**src/rtl/dmem_arbiter.sv**
```systemverilog
// Two-port data-memory arbiter: core (A) vs loader/debug (B) with 1-bit round-robin
// and a bounded locked-burst mode for B. Grants are combinational; read-valids are registered.
module dmem_arbiter #(
  parameter int unsigned ADDR_W    = 10,
  parameter int unsigned DATA_W    = 32,
  parameter int unsigned MAX_BURST = 8
) (
  input  logic              CLK,
  input  logic              RESET_N,
  // Port A (core)
  input  logic              REQ_A,
  input  logic              WE_A,
  input  logic [ADDR_W-1:0] ADDR_A,
  input  logic [DATA_W-1:0] WDATA_A,
  output logic              GNT_A,
  output logic              RVALID_A,
  output logic [DATA_W-1:0] RDATA_A,
  // Port B (loader/debug)
  input  logic              REQ_B,
  input  logic              WE_B,
  input  logic              LOCK_B,
  input  logic [ADDR_W-1:0] ADDR_B,
  input  logic [DATA_W-1:0] WDATA_B,
  output logic              GNT_B,
  output logic              RVALID_B,
  output logic [DATA_W-1:0] RDATA_B,
  // Memory side
  output logic [ADDR_W-1:0] DIR_DMEM,
  output logic [DATA_W-1:0] DATA_WRITE_DMEM,
  output logic              READ,
  output logic              WRITE,
  input  logic [DATA_W-1:0] DATA_READ_DMEM,
  output logic              STALL_CORE
);

  localparam int unsigned CntW = $clog2(MAX_BURST + 1);
  localparam logic [CntW-1:0] MaxCnt = CntW'(MAX_BURST);

  typedef enum logic [0:0] {StIdle, StOwnB} state_e;

  state_e          state_q, state_d;
  logic [CntW-1:0] cnt_q, cnt_d;
  logic            last_b_q, last_b_d;    // 1: B was granted most recently
  logic            rpend_a_q, rpend_a_d;
  logic            rpend_b_q, rpend_b_d;
  logic            gnt_a, gnt_b;

  always_comb begin
    state_d  = state_q;
    cnt_d    = cnt_q;
    last_b_d = last_b_q;
    gnt_a    = 1'b0;
    gnt_b    = 1'b0;
    unique case (state_q)
      StIdle: begin
        gnt_a = REQ_A && (!REQ_B || last_b_q);
        gnt_b = REQ_B && !gnt_a;
        if (gnt_b && LOCK_B) begin
          state_d = StOwnB;
          cnt_d   = CntW'(1);
        end
      end
      StOwnB: begin
        if (REQ_B && LOCK_B) begin
          if ((cnt_q < MaxCnt) || !REQ_A) begin
            gnt_b = 1'b1;
            if (cnt_q < MaxCnt) cnt_d = cnt_q + 1'b1;
          end else begin
            // Burst budget spent while the core waits: hand one cycle to A.
            gnt_a   = 1'b1;
            state_d = StIdle;
            cnt_d   = '0;
          end
        end else begin
          // Lock released: fall back to round-robin in the same cycle.
          state_d = StIdle;
          cnt_d   = '0;
          gnt_a   = REQ_A && (!REQ_B || last_b_q);
          gnt_b   = REQ_B && !gnt_a;
        end
      end
    endcase
    if (gnt_a) begin
      last_b_d = 1'b0;
    end else if (gnt_b) begin
      last_b_d = 1'b1;
    end
    rpend_a_d = gnt_a && !WE_A;
    rpend_b_d = gnt_b && !WE_B;
  end

  always_ff @(posedge CLK or negedge RESET_N) begin
    if (!RESET_N) begin
      state_q   <= StIdle;
      cnt_q     <= '0;
      last_b_q  <= 1'b1;
      rpend_a_q <= 1'b0;
      rpend_b_q <= 1'b0;
    end else begin
      state_q   <= state_d;
      cnt_q     <= cnt_d;
      last_b_q  <= last_b_d;
      rpend_a_q <= rpend_a_d;
      rpend_b_q <= rpend_b_d;
    end
  end

  always_comb begin
    DIR_DMEM        = '0;
    DATA_WRITE_DMEM = '0;
    READ            = 1'b0;
    WRITE           = 1'b0;
    if (gnt_a) begin
      DIR_DMEM        = ADDR_A;
      DATA_WRITE_DMEM = WDATA_A;
      READ            = !WE_A;
      WRITE           = WE_A;
    end else if (gnt_b) begin
      DIR_DMEM        = ADDR_B;
      DATA_WRITE_DMEM = WDATA_B;
      READ            = !WE_B;
      WRITE           = WE_B;
    end
  end

  assign GNT_A      = gnt_a;
  assign GNT_B      = gnt_b;
  assign STALL_CORE = REQ_A && !gnt_a;
  assign RVALID_A   = rpend_a_q;
  assign RVALID_B   = rpend_b_q;
  assign RDATA_A    = rpend_a_q ? DATA_READ_DMEM : '0;
  assign RDATA_B    = rpend_b_q ? DATA_READ_DMEM : '0;

endmodule
```
**config.mk**
```make
export PLATFORM = sky130hd
export DESIGN_NAME = dmem_arbiter
export DESIGN_NICKNAME = d
export VERILOG_FILES = /design/src/rtl/dmem_arbiter.sv
export SDC_FILE = /design/constraint.sdc
export NUM_CORES = 1
export LEC_CHECK = 0
export CORE_AREA = 2 2 91 93
export CTS_CLUSTER_SIZE = 25
export DETAILED_ROUTE_END_ITERATION = 10
export DIE_AREA = 0 0 93 95
export GPL_TIMING_DRIVEN = 0
export HOLD_SLACK_MARGIN = 0.15
export PLACE_DENSITY = 0.71
export SLEW_MARGIN = 20
export SYNTH_ARGS = -nofsm -noshare
export SYNTH_HDL_FRONTEND = slang
export SYNTH_SLANG_ARGS = --single-unit
```
**constraint.sdc**
```tcl
create_clock -name CLK -period 1.68 [get_ports CLK]
set_clock_uncertainty 0.1 [all_clocks]
set_input_delay 0.336 -clock CLK [delete_from_list [all_inputs] [get_ports CLK]]
set_output_delay 0.336 -clock CLK [all_outputs]
set_load 0.02 [all_outputs]
```
Yosys cells after proc, flatten, opt, wreduce, memory -nomap -nowiden. Index checks and enable logic that the tools add are counted.

Output and inout port bits: 113. Logic and storage cells: 53. Register bits after elaboration: 8.

Reductions and logical operators: 17. Mux-type cells: 26. Bitwise gates (word level): 1. Eq/ne operators: 2. Add/sub/neg operators: 1. Order comparisons: 1.

Operators with widths (count): 32-bit 2-to-1 mux (4); 10-bit 2-to-1 mux (2); 4-bit 2-to-1 mux (4); 1-bit 2-to-1 mux (12); 4-bit case mux with 2 select lines (1); 1-bit logical AND (7); 1-bit zero test (6); 1-bit case mux with 2 select lines (3); 4-bit by 1-bit adder with 4-bit output (second input constant) (1); 4-bit < comparator (second input constant) (1); 4-bit inequality test (second input constant) (1); 1-bit logical OR (2); 2-bit inequality test (second input constant) (1); 2-bit AND reduction (1); 2-bit nonzero test (1); 1-bit NOT (1).

Depth between registers and ports, before layout.
Depth in word-level cells: 9. Mapped depth: 6. Gate-level depth less buffers: 4.

Worst setup path before layout. No wires, ideal clock.

Path type: register -> output. From: register last_b_q. To: output port DATA_WRITE_DMEM[0]. Cell stages (with the launch flop): 5. Arrival: 1.537 ns. Slack: -0.293 ns. Required time: 1.244 ns. Path buffers: 1. Path through: dfstp_2 -> a21bo_2 -> a31oi_1 -> clkbuf_1 -> a22o_1.

Cells in the longest elaborated chain, start to end: 8.

RTL lines: start: declaration (RTL line 43) `logic last_b_q, last_b_d;`; start signal: assignment (RTL line 102) `last_b_q <= last_b_d;`; 1-bit logical OR * (RTL line 56, 78); 1-bit logical AND * (RTL line 56, 78); 1-bit zero test (RTL line 57, 79); 1-bit logical AND (RTL line 57, 79); 1-bit 2-to-1 mux (RTL line 64) `if (REQ_B && LOCK_B) begin`; 1-bit case mux with 2 select lines (RTL line 54) `unique case (state_q)`; 32-bit 2-to-1 mux (RTL line 118) `end else if (gnt_b) begin`; 32-bit 2-to-1 mux * (RTL line 113) `if (gnt_a) begin`; end: declaration (RTL line 29) `output logic [DATA_W-1:0] DATA_WRITE_DMEM,`.

Mark *: on every way between the ends. The rest lies on a longest branch, timed or not.

Final worst setup path.
From: register last_b_q. To: output port DATA_WRITE_DMEM[28].

The elaborated chain is that of the path after synthesis.

==> flow_summary.rst <==
.. list-table::
   :header-rows: 1

   * - Metric
     - Value
   * - Run status
     - finished with violations
   * - Violated checks
     - setup timing
   * - Netlist area before placement
     - 1361 um^2
   * - Slew at the pin with the worst max-slew slack
     - 357.2 ps
   * - Post-Syn Instances
     - 170
   * - Placement row count
     - 33
   * - Core Box Area
     - 7928 um^2
   * - Path depth of the worst reg2reg path
     - 6
   * - Post-detailed-route DRC marker count
     - 0
   * - WHS
     - 276.4 ps
   * - Remaining max-slew budget at the tightest pin
     - 76.11%
   * - Via-to-Cell Ratio
     - 4.486
   * - Setup crit start kind
     - register
   * - Reg-to-Reg Start
     - last_b_q$_DFFE_PN1P_
   * - Number of synthesized flops with an enable pin
     - 0
   * - Seq/Total Area, Yosys
     - 14.80%
   * - Register area
     - 205.2 um^2
   * - Synthesis Warnings
     - 0
   * - Gr usage total
     - 18.01%
   * - Die width
     - 93 um
   * - Post-DR wirelength/cell
     - between 15 and 20 um
   * - Dpl cells
     - 510
   * - Root cell of the clock tree
     - sky130_fd_sc_hd__clkbuf_8
   * - Met3 Use GR
     - 5.666%
   * - Ant. Diodes
     - 0
   * - Number of H-tree branching levels
     - 1
   * - Clock transition at path regs
     - 40 ps
   * - Data arrival time of the worst path
     - 1840 ps
   * - Number of inserted filler cells in the final layout
     - 721
   * - Largest driver fanout on the critical path
     - 7
   * - Leakage power total
     - 2.155 nW
   * - Count of max-cap constraint violations
     - 0
   * - GRT overflow
     - 0
   * - Number of nets with antenna violations after detailed routing
     - 0
   * - Final Hold Fails
     - 0
   * - Synthesized area per cell
     - 8.008 um^2
   * - Power density normalized to cell area
     - 438.3 nW/um^2
   * - Final worst-path setup slack
     - -600.9 ps
   * - Share of layout cells above drive strength 1
     - 48.14%
   * - Path type of the worst min-delay path
     - input pin to asynchronous set/reset pin
   * - TritonCTS buffer count
     - 3
   * - Effective utilization at floorplan
     - ~17%
   * - Starting DRC count in detailed routing
     - 55
   * - Detailed placement HPWL
     - around 7000 um
   * - Peak Freq
     - between 400 and 500 MHz
   * - Net count after synthesis
     - 294
   * - Worst VDD drop
     - 0.2518 mV
   * - Main flop type after synthesis
     - sky130_fd_sc_hd__dfrtp_1
   * - Pin count of the biggest net entering global routing
     - 11
   * - Post-synth cell types
     - 30
   * - Final net count
     - 555
   * - Combined area of the multi-input logic cells
     - 1398 um^2
   * - Final instance count without filler cells
     - 535
   * - Clock tree from TritonCTS
     - yes
   * - First-pass GRT wire length
     - around 13000 um
   * - Met2 Use GR
     - 36.53%
   * - Summed negative setup slack over all endpoints
     - -24450 ps
   * - Worst slack at placement
     - -1428 ps
   * - Leading cell type in the layout, fill and taps excluded
     - sky130_fd_sc_hd__clkdlybuf4s50_1
   * - Crit. Startpoint
     - last_b_q$_DFFE_PN1P_
   * - RSZ-0062 raised after global routing
     - yes
   * - Number of synthesized register bits
     - 8
   * - Overall die area
     - 8835 um^2
   * - Global Route met1 Usage
     - 17.15%
   * - Vias in the first global route
     - 2434
   * - Number of I/O pins
     - 236
   * - IO Port Bufs
     - 235
   * - Final RePlAce weighted congestion
     - 0.7582
   * - Layout overhead on the synthesized area
     - 232.7%
   * - Worst flop-to-flop path endpoint
     - RVALID_B$_DFF_PN0_
   * - Initial antenna violation count
     - 0
   * - Count of vias placed by the detailed router
     - 2400
   * - Detailed-route wire length
     - about 8700 um
   * - Number of search-and-repair iterations in the first detailed-routing pass
     - 4
   * - CTS max path bufs
     - 2
   * - Class of the most critical setup path
     - register to output port
   * - Part of the cycle the worst path needs
     - 135.8%
   * - Type of element capturing the critical path
     - output port
   * - Share of synthesized flip-flops with an asynchronous set or reset
     - 100.0%
   * - Post-layout minimum cycle time
     - around 2300 ps
   * - Slew Viols, Final
     - 0
   * - Clock insertion delay at the later pin of the skew report
     - 240 ps
   * - Commonest cells after routing, fill and taps aside
     - 119 x sky130_fd_sc_hd__clkdlybuf4s50_1, 77 x sky130_fd_sc_hd__buf_6, 60 x sky130_fd_sc_hd__and2_1
   * - Die H
     - 95 um
   * - Final setup fails
     - 47
   * - Most used routing layer in global routing
     - met2
   * - R2r setup slk
     - 70 ps
   * - Clock sinks
     - 8
   * - WP data required
     - 1240 ps
final cells by class:
cell class	instances	share of cell area, %
sequential	8	4.530
inverter	5	0.4144
tap	105	2.901
timing repair buffer	259	56.13
multi-input combinational	140	30.86
clock buffer	4	0.9945
buffer	14	4.171
what timing repair did:
item                                    CTS  global route
gates cloned                              4             2
endpoints found under the setup margin  114            80
gates resized for setup                 557            67
buffers inserted                         18             1
pin swaps                                 7             6
hold buffers                              0             0
logic make-up (layout without fill, tap and decap cells):
group	after synthesis	after routing	synth area share [%]
AND/OR/NAND/NOR	81	81	36.86
AO/OA/AOI/OAI	56	56	36.12
buffers and inverters	22	282	9.835
flip-flops	8	8	14.80
adder cells (fa/ha/maj)	1	1	0.9190
XOR/XNOR	1	1	0.6435
multiplexers	1	1	0.8271
registers in the layout, summed over array words and instances, names as in the netlist:
signal and count:
RVALID_B 1, state_q 1, RVALID_A 1, last_b_q 1, cnt_q 4
critical path, stage by stage (launching register included):
cell                        delay (ps)
sky130_fd_sc_hd__dfstp_2           550
sky130_fd_sc_hd__a21bo_4           240
sky130_fd_sc_hd__a31oi_4           150
sky130_fd_sc_hd__buf_12            140
sky130_fd_sc_hd__buf_12            130
sky130_fd_sc_hd__clkbuf_16         150
sky130_fd_sc_hd__a22o_4            130
sky130_fd_sc_hd__buf_6             110
where the power goes:
| group | internal, mW | switching, mW | total [mW] | leakage [nW] |
|---|---|---|---|---|
| combinational | 0.892 | 0.614 | 1.51 | 2.03 |
| sequential | 0.211 | 0.0182 | 0.229 | 0.0991 |
| clock | 0.165 | 0.0859 | 0.251 | 0.0228 |
Yosys cell counts, drive strengths merged (2+ instances only):
master,instances,area [um^2]
nor2,3,11.26
a211oi,2,27.53
inv,5,18.77
buf,10,88.83
a22o,45,394.1
nand2,2,7.510
nand3,2,10.01
clkbuf,7,26.28
and2,67,419.2
and3,2,12.51
o2bb2ai,2,17.52
dfrtp,7,175.2
a21oi,2,10.01
metal layers:
layer	part of all wire [%]	up-vias
met5	0	-
met4	1.4	0
met3	11	9
met2	56	152
met1	31	1105
li1	-	1134
worst max-delay path by stage:
stage                                to  slack (ps)
floorplan           DATA_WRITE_DMEM[27]        -150
global placement    DATA_WRITE_DMEM[22]       -1420
detailed placement  DATA_WRITE_DMEM[13]       -1430
CTS                         DIR_DMEM[5]        -610
global route        DATA_WRITE_DMEM[28]        -650
finish              DATA_WRITE_DMEM[28]        -600
metrics by stage:
step	cell area (um^2)	power [mW]	util, %
after floorplan	1747	0.8717	-
after global placement	4230	1.588	53.36
after detailed placement	4230	1.596	53.36
after CTS	4410	1.962	55.63
after global routing	4529	2.077	57.13
final	4529	1.985	57.13
(Power assumes the default switching activity.)
